**config.mk**
```make
export PLATFORM = sky130hd
export DESIGN_NAME = obstacle_scheduler
export DESIGN_NICKNAME = d
export VERILOG_FILES = /design/src/rtl/obstacle_pkg.sv /design/src/rtl/obstacle_lfsr.sv /design/src/rtl/obstacle_scheduler.sv
export SDC_FILE = /design/constraint.sdc
export NUM_CORES = 1
export LEC_CHECK = 0
export CORE_AREA = 2 2 76 78
export CTS_BUF_LIST = sky130_fd_sc_hd__clkbuf_8 sky130_fd_sc_hd__clkbuf_16
export DETAILED_ROUTE_END_ITERATION = 8
export DIE_AREA = 0 0 78 80
export GPL_ROUTABILITY_DRIVEN = 0
export PLACE_DENSITY = 0.67
export SYNTH_ARGS = -nofsm -noshare
export SYNTH_HDL_FRONTEND = slang
export SYNTH_HIERARCHICAL = 1
export SYNTH_SLANG_ARGS = --single-unit
```
**constraint.sdc**
```tcl
create_clock -name clk -period 3 [get_ports clk]
set_input_delay 0.75 -clock clk [delete_from_list [all_inputs] [get_ports clk]]
set_output_delay 0.75 -clock clk [all_outputs]
set_load 0.02 [all_outputs]
```
**src/rtl/obstacle_pkg.sv**
```systemverilog
// -----------------------------------------------------------------------------
// obstacle_pkg
// Shared definitions for the obstacle scheduler slice: slot field widths,
// game-phase encoding, obstacle sprite types and the LFSR step function.
// -----------------------------------------------------------------------------
package obstacle_pkg;

    localparam int POS_W  = 10;
    localparam int TYPE_W = 2;
    localparam int LFSR_W = 8;

    // Fibonacci taps 8,6,5,4 expressed as a mask over bits [7:0].
    localparam logic [LFSR_W-1:0] LFSR_TAPS = 8'hB8;

    typedef enum logic [1:0] {
        IDLE = 2'd0,
        RUN  = 2'd1,
        HALT = 2'd2
    } game_state_e;

    typedef enum logic [TYPE_W-1:0] {
        CACTUS_S = 2'd0,
        CACTUS_L = 2'd1,
        CACTUS_G = 2'd2,
        BIRD     = 2'd3
    } obstacle_type_e;

    // One shift-left step; the XOR of the tapped bits feeds bit 0.
    function automatic logic [LFSR_W-1:0] lfsr_step(input logic [LFSR_W-1:0] v);
        lfsr_step = {v[LFSR_W-2:0], ^(v & LFSR_TAPS)};
    endfunction

endpackage

```
**src/rtl/obstacle_lfsr.sv**
```systemverilog
// -----------------------------------------------------------------------------
// obstacle_lfsr
// 8-bit Fibonacci LFSR used for spawn spacing and obstacle type selection.
// Ports:
//   clk     in   system clock
//   rst_n   in   synchronous active-low reset (loads SEED)
//   advance in   step the register by one position
//   value   out  current LFSR contents
// -----------------------------------------------------------------------------
module obstacle_lfsr
    import obstacle_pkg::*;
#(
    parameter logic [LFSR_W-1:0] SEED = 8'hA5
) (
    input  logic              clk,
    input  logic              rst_n,
    input  logic              advance,
    output logic [LFSR_W-1:0] value
);

    // Shift register: seed on reset, one step per advance strobe.
    always_ff @(posedge clk) begin
        if (!rst_n) begin
            value <= SEED;
        end else if (advance) begin
            value <= lfsr_step(value);
        end else begin
            value <= value;
        end
    end

endmodule

```
**src/rtl/obstacle_scheduler.sv**
```systemverilog
// -----------------------------------------------------------------------------
// obstacle_scheduler
// Owns the two on-screen obstacle slots: per-tick movement, despawn, LFSR
// randomised spawn spacing, spawn arbitration and the IDLE/RUN/HALT phase FSM.
// Ports:
//   clk, rst_n           clock, synchronous active-low reset
//   game_tick            one-cycle frame strobe
//   start, crash         start request / collision detected
//   speed[2:0]           pixels moved per tick
//   obstacle1/2_pos      slot x positions (0 when inactive)
//   obstacle1/2_type     slot sprite types
//   obstacle_active[1:0] bit0 = slot 1, bit1 = slot 2
//   spawn_pulse          one-cycle strobe when a slot is claimed
//   game_frozen          high in IDLE and HALT
// Build option: OBSTACLE_SCHED_SPEEDUP_EN adds a saturating level bonus to
// the speed, bumped after every 16th spawn.
// -----------------------------------------------------------------------------
module obstacle_scheduler
    import obstacle_pkg::*;
#(
    parameter logic [POS_W-1:0]  SPAWN_X   = 10'd640,
    parameter logic [7:0]        FIRST_GAP = 8'd20,
    parameter logic [7:0]        MIN_GAP   = 8'd40,
    parameter logic [7:0]        GAP_MASK  = 8'h3F,
    parameter logic [LFSR_W-1:0] LFSR_SEED = 8'hA5
) (
    input  logic              clk,
    input  logic              rst_n,
    input  logic              game_tick,
    input  logic              start,
    input  logic              crash,
    input  logic [2:0]        speed,
    output logic [POS_W-1:0]  obstacle1_pos,
    output logic [POS_W-1:0]  obstacle2_pos,
    output logic [TYPE_W-1:0] obstacle1_type,
    output logic [TYPE_W-1:0] obstacle2_type,
    output logic [1:0]        obstacle_active,
    output logic              spawn_pulse,
    output logic              game_frozen
);

    game_state_e        state_r;
    logic [POS_W-1:0]   pos_r  [2];
    logic [TYPE_W-1:0]  type_r [2];
    logic [1:0]         active_r;
    logic [7:0]         gap_r;
    logic               pulse_r;
    logic               frozen_r;

    logic [LFSR_W-1:0]  lfsr_s;
    logic [2:0]         eff_speed_s;
    logic [POS_W-1:0]   step_pos_s [2];
    logic [1:0]         step_active_s;
    logic [7:0]         step_gap_s;
    logic               spawn_s;
    logic               spawn_idx_s;
    logic               enter_run_s;
    logic               do_step_s;

    obstacle_lfsr #(
        .SEED (LFSR_SEED)
    ) u_lfsr (
        .clk     (clk),
        .rst_n   (rst_n),
        .advance (game_tick),
        .value   (lfsr_s)
    );

`ifdef OBSTACLE_SCHED_SPEEDUP_EN
    logic [2:0] level_r;
    logic [3:0] spawn_cnt_r;
    logic [3:0] speed_sum_s;

    // Effective speed is speed plus level bonus, clamped to 7.
    always_comb begin
        speed_sum_s = {1'b0, speed} + {1'b0, level_r};
        if (speed_sum_s > 4'd7) begin
            eff_speed_s = 3'd7;
        end else begin
            eff_speed_s = speed_sum_s[2:0];
        end
    end

    // Level tracking: the 4-bit spawn counter wraps every 16 spawns.
    always_ff @(posedge clk) begin
        if (!rst_n) begin
            level_r     <= 3'd0;
            spawn_cnt_r <= 4'd0;
        end else if (enter_run_s) begin
            level_r     <= 3'd0;
            spawn_cnt_r <= 4'd0;
        end else if (do_step_s && spawn_s) begin
            spawn_cnt_r <= spawn_cnt_r + 4'd1;
            if ((spawn_cnt_r == 4'd15) && (level_r != 3'd7)) begin
                level_r <= level_r + 3'd1;
            end
        end
    end
`else
    assign eff_speed_s = speed;
`endif

    // Tick step results: movement/despawn, gap countdown and spawn decision,
    // all judged on the slot/counter state at the start of the tick.
    always_comb begin
        enter_run_s = ((state_r == IDLE) || (state_r == HALT)) && start;
        do_step_s   = (state_r == RUN) && !crash && game_tick;
        for (int i = 0; i < 2; i++) begin
            if (active_r[i] && (pos_r[i] > {7'd0, eff_speed_s})) begin
                step_pos_s[i]    = pos_r[i] - {7'd0, eff_speed_s};
                step_active_s[i] = 1'b1;
            end else begin
                step_pos_s[i]    = {POS_W{1'b0}};
                step_active_s[i] = 1'b0;
            end
        end
        // A slot freed during this tick is not counted as free here.
        spawn_s     = (gap_r == 8'd0) && (active_r != 2'b11);
        spawn_idx_s = active_r[0];
        if (spawn_s) begin
            step_gap_s = MIN_GAP + (lfsr_s & GAP_MASK);
        end else if (gap_r != 8'd0) begin
            step_gap_s = gap_r - 8'd1;
        end else begin
            step_gap_s = gap_r;
        end
    end

    // Phase FSM and slot registers; all outputs are driven from these.
    always_ff @(posedge clk) begin
        if (!rst_n) begin
            state_r  <= IDLE;
            frozen_r <= 1'b1;
            pulse_r  <= 1'b0;
            active_r <= 2'b00;
            gap_r    <= 8'd0;
            for (int i = 0; i < 2; i++) begin
                pos_r[i]  <= {POS_W{1'b0}};
                type_r[i] <= CACTUS_S;
            end
        end else begin
            pulse_r <= 1'b0;
            case (state_r)
                IDLE, HALT: begin
                    // In HALT start wins over a simultaneous crash.
                    if (start) begin
                        state_r  <= RUN;
                        frozen_r <= 1'b0;
                        active_r <= 2'b00;
                        gap_r    <= FIRST_GAP;
                        for (int i = 0; i < 2; i++) begin
                            pos_r[i]  <= {POS_W{1'b0}};
                            type_r[i] <= CACTUS_S;
                        end
                    end
                end
                RUN: begin
                    // Crash wins over start and suppresses the tick step.
                    if (crash) begin
                        state_r  <= HALT;
                        frozen_r <= 1'b1;
                    end else if (game_tick) begin
                        active_r <= step_active_s;
                        gap_r    <= step_gap_s;
                        for (int i = 0; i < 2; i++) begin
                            pos_r[i] <= step_pos_s[i];
                        end
                        if (spawn_s) begin
                            active_r[spawn_idx_s] <= 1'b1;
                            pos_r[spawn_idx_s]    <= SPAWN_X;
                            type_r[spawn_idx_s]   <= lfsr_s[TYPE_W-1:0];
                            pulse_r               <= 1'b1;
                        end
                    end
                end
                default: begin
                    state_r  <= IDLE;
                    frozen_r <= 1'b1;
                end
            endcase
        end
    end

    assign obstacle1_pos   = pos_r[0];
    assign obstacle2_pos   = pos_r[1];
    assign obstacle1_type  = type_r[0];
    assign obstacle2_type  = type_r[1];
    assign obstacle_active = active_r;
    assign spawn_pulse     = pulse_r;
    assign game_frozen     = frozen_r;

endmodule

```
==> summary.md <==
| Metric | Value |
|---|---|
| Global route total overflow | 0 |
| Total vias in the final route | roughly 2,100 |
| Clock tree root driver cell | sky130_fd_sc_hd__clkbuf_8 |
| Utilization after layout | between 50% and 60% |
| Post-synthesis share of cell area spent on and, or, nand and nor gates | between 20% and 30% |
| Post-CTS resize count | 0 |
| Full die area | 6240 um2 |
| Mux share of post-synthesis cell area | under 10% |
| Number of nets in the final layout | ~340 |
| Effective utilization at floorplan | a little over two fifths |
| Fraction of layout instances using a drive strength above 1 | between 10% and 20% |
| Per-instance average area after synthesis | 8.93 um2 |
| Pin count of the biggest net entering global routing | 15 |
| Area fraction in compound gates after synthesis | 20.5% |
| Fin. max-slew vios | 0 |
| Std-Cell Core Area | between 5000 and 6000 um2 |
| Final critical path time including I/O delays and setup | ~2.8 ns |
| Clock sink count | 46 |
| TritonCTS buffer count | 5 |
| Warning count from the yosys run | 6 |
| Type of the worst setup path | in -> reg |
| Hold-fix buffers at CTS | 0 |
| I/O pin cnt | 36 |
| Skew final | approximately 0.0083 ns |
| Placed instance count | between 300 and 400 |
| Number of core rows | 27 |
| Total half-perimeter wirelength after legalization and detailed placement | 3860 um |
| Power per standard cell area | approximately 410 nW/um2 |
| Register bit total from synthesis | 46 |
| Top fanout value on the critical path | 3 |
| Worst-margin pin slew | 0.482 ns |
| Y dimension of the die | ~80 um |
| Routed via count divided by cell count | ~5.3 |
| Unrepaired setup endpoints after global routing | false |
| Bufs on Longest Clock Path | 2 |
| Buffer count from post-CTS setup fixing | 0 |
| Wire per inst | about 13 um |
| Primary flip-flop cell chosen by synthesis mapping | sky130_fd_sc_hd__dfxtp_1 |
| Antenna cell count | 0 |
| Synthesized cell area | 2380 um2 |
| Clk pin slew, worst setup/hold paths | roughly 0.08 ns |
| Worst relative slew slack | about 67% |
| Min Hold Slack | roughly 0.49 ns |
| Port-buffer cells | 35 |
| Sequential-to-total area share from yosys stat | roughly two fifths |
| Post-synthesis adder-cell area fraction | about 5.9% |
| Xor/xnor share of the synthesized area | about 3% |
| Unique cell type count in the Yosys netlist | between 40 and 50 |
| Leakage | approximately 0.0013 uW |
| Number of standard cells in the final layout excluding fillers | just under 400 |
| DRC errors left | 0 |
| Number of enable flip-flop cells after synthesis | 4 |
| Net count after synthesis | 284 |
| Leading cell type in the layout, fill and taps excluded | sky130_fd_sc_hd__dfxtp_1 |
| Post-Route Setup TNS | 0 ns |
| First-pass GRT wire length | roughly 9000 um |
| Worst EP arrival | a little under 3 ns |
| Area added between synthesis and finish | 26.4% |
| Insertion delay to the later sink of the worst-skew pair | about 0.29 ns |
| Outcome | completed |
| Maximum resistive drop on vdd | ~240 uV |
| Achievable Freq | 364 MHz |
| Final worst path period share | between 90% and 100% |
| FFs w/ async S/R, synth | 0% |
| Synth Instances | approximately 270 |
| Total global routing track utilization | roughly 18% |
| Initial DRT Pass Iterations | 4 |
| Class of the worst hold path | reg -> reg |
| Antenna-violating nets left | 0 |
| Die width | slightly below 80 um |
| Post-detailed-routing wire length | between 5000 and 6000 um |
| CP Capture Type | register |
| Required @ worst endpoint | 3.18 ns |
| Final number of hold-violating endpoints | 0 |
| Fillcell total | roughly 500 |
| TritonCTS clock tree | built |
| Combinational family with the most area after synthesis | simple AND/OR/NAND/NOR gates |
| Final Setup Violations | 0 |
| Highest-count cells in the layout ignoring fill and taps | 42 x sky130_fd_sc_hd__dfxtp_1, 35 x sky130_fd_sc_hd__clkdlybuf4s50_1, 30 x sky130_fd_sc_hd__nand2_1, 17 x sky130_fd_sc_hd__buf_4, 15 x sky130_fd_sc_hd__o21ai_0 |
| Type of origin of the critical path | input pin |
| Max_cap viols | 0 |
| Antenna violations before repair | 0 |
| H-tree lvl count | 2 |
| Vias in the first global route | ~1,900 |
| First-iteration detailed-routing DRC count | between 70 and 80 |
-- through the flow --
stage | power [uW] | setup WS, ns | instance area (um2)
3_3_place_gp | 854 | -0.0237 | 2910
4_1_cts | 1230 | 0.242 | 3000
3_5_place_dp | 856 | -0.0708 | 2910
2_1_floorplan | 789 | 0.493 | 2380
6_report | 1220 | 0.249 | 3000
5_1_grt | 1290 | 0.154 | 3000
-- path summary, 6_finish.rpt --
check	depth (start not counted)	slack (ns)	endpoint	start
hold reg to reg	2	0.49	pos_r[1][2]	pos_r[1][2]
setup / recovery	9	0.25	pos_r[0][8]	speed[0]
setup reg to reg	9	0.83	pos_r[0][8]	pos_r[0][0]
hold / removal	2	0.49	pos_r[1][2]	pos_r[1][2]
-- layout make-up --
type | instances | area, um2 | share of cell area (%)
Clock buffer | 6 | 82.6 | 2.75
Clock inverter | 2 | 8.76 | 0.292
Inverter | 13 | 48.8 | 1.62
Multi-Input combinational cell | 200 | 1340 | 44.4
Sequential cell | 46 | 961 | 32.0
Tap cell | 72 | 90.1 | 3.00
Timing Repair Buffer | 52 | 478 | 15.9
-- power by group --
part,switching (uW),internal [uW]
logic,94.1,84.9
registers,24.4,640
clock network,195,183
-- worst max-delay path, stage by stage --
cell and delay [ns]:
sky130_fd_sc_hd__clkdlybuf4s50_1 0.48, sky130_fd_sc_hd__ha_1 0.14, sky130_fd_sc_hd__inv_1 0.05, sky130_fd_sc_hd__fa_1 0.41
sky130_fd_sc_hd__a211o_1 0.30, sky130_fd_sc_hd__or3_1 0.33, sky130_fd_sc_hd__nor3_1 0.18, sky130_fd_sc_hd__xor2_1 0.09
sky130_fd_sc_hd__a22o_1 0.21
-- Yosys cell counts (all sizes together) (3+ instances only) --
library cell	n	area share, %
nand2b	3	0.79
a31oi	10	2.6
mux2i	7	2.9
xnor2	4	1.5
o21ai	15	3.2
o22ai	4	1.1
a22o	4	1.5
nor4b	4	2.4
nor3	8	1.7
dfxtp	42	35
a21oi	14	3.3
inv	13	2.1
ha	8	4.2
nor4	3	0.79
or3	5	1.5
nand2	30	4.7
clkbuf	5	0.79
a21o	8	2.6
a211oi	3	1.2
nand3	11	2.3
a211o	5	1.8
nor2	13	2.1
xor2	4	1.5
nor3b	5	1.6
nor2b	9	2.4
and2	6	1.6
edfxtp	4	5.1
-- cell families after synthesis --
| family | Yosys count |
|---|---|
| and+or+nand+nor | 103 |
| AOI/OAI and AO/OA | 72 |
| DFF | 46 |
| buffers and inverters | 20 |
| adders and majority gates | 10 |
| xor gates and xnor gates | 8 |
| muxes | 7 |
-- sequential cells by signal, summed over array words and instances, names as in the netlist --
signal / cells
state_r: 2
pos_r: 20
u_lfsr/value: 8
gap_r: 8
type_r: 4
spawn_pulse: 1
game_frozen: 1
obstacle_active: 2
-- layer usage --
layer / vias up / track usage (%) / wire, um
met4: 0 / 5.79 / 87
li1: 1071 / - / -
met1: 970 / 25.3 / 2660
met5: - / 0 / 0
met3: 6 / 3.73 / 144
met2: 36 / 27.1 / 2360
Note: power is estimated with default switching activity, not from simulation.
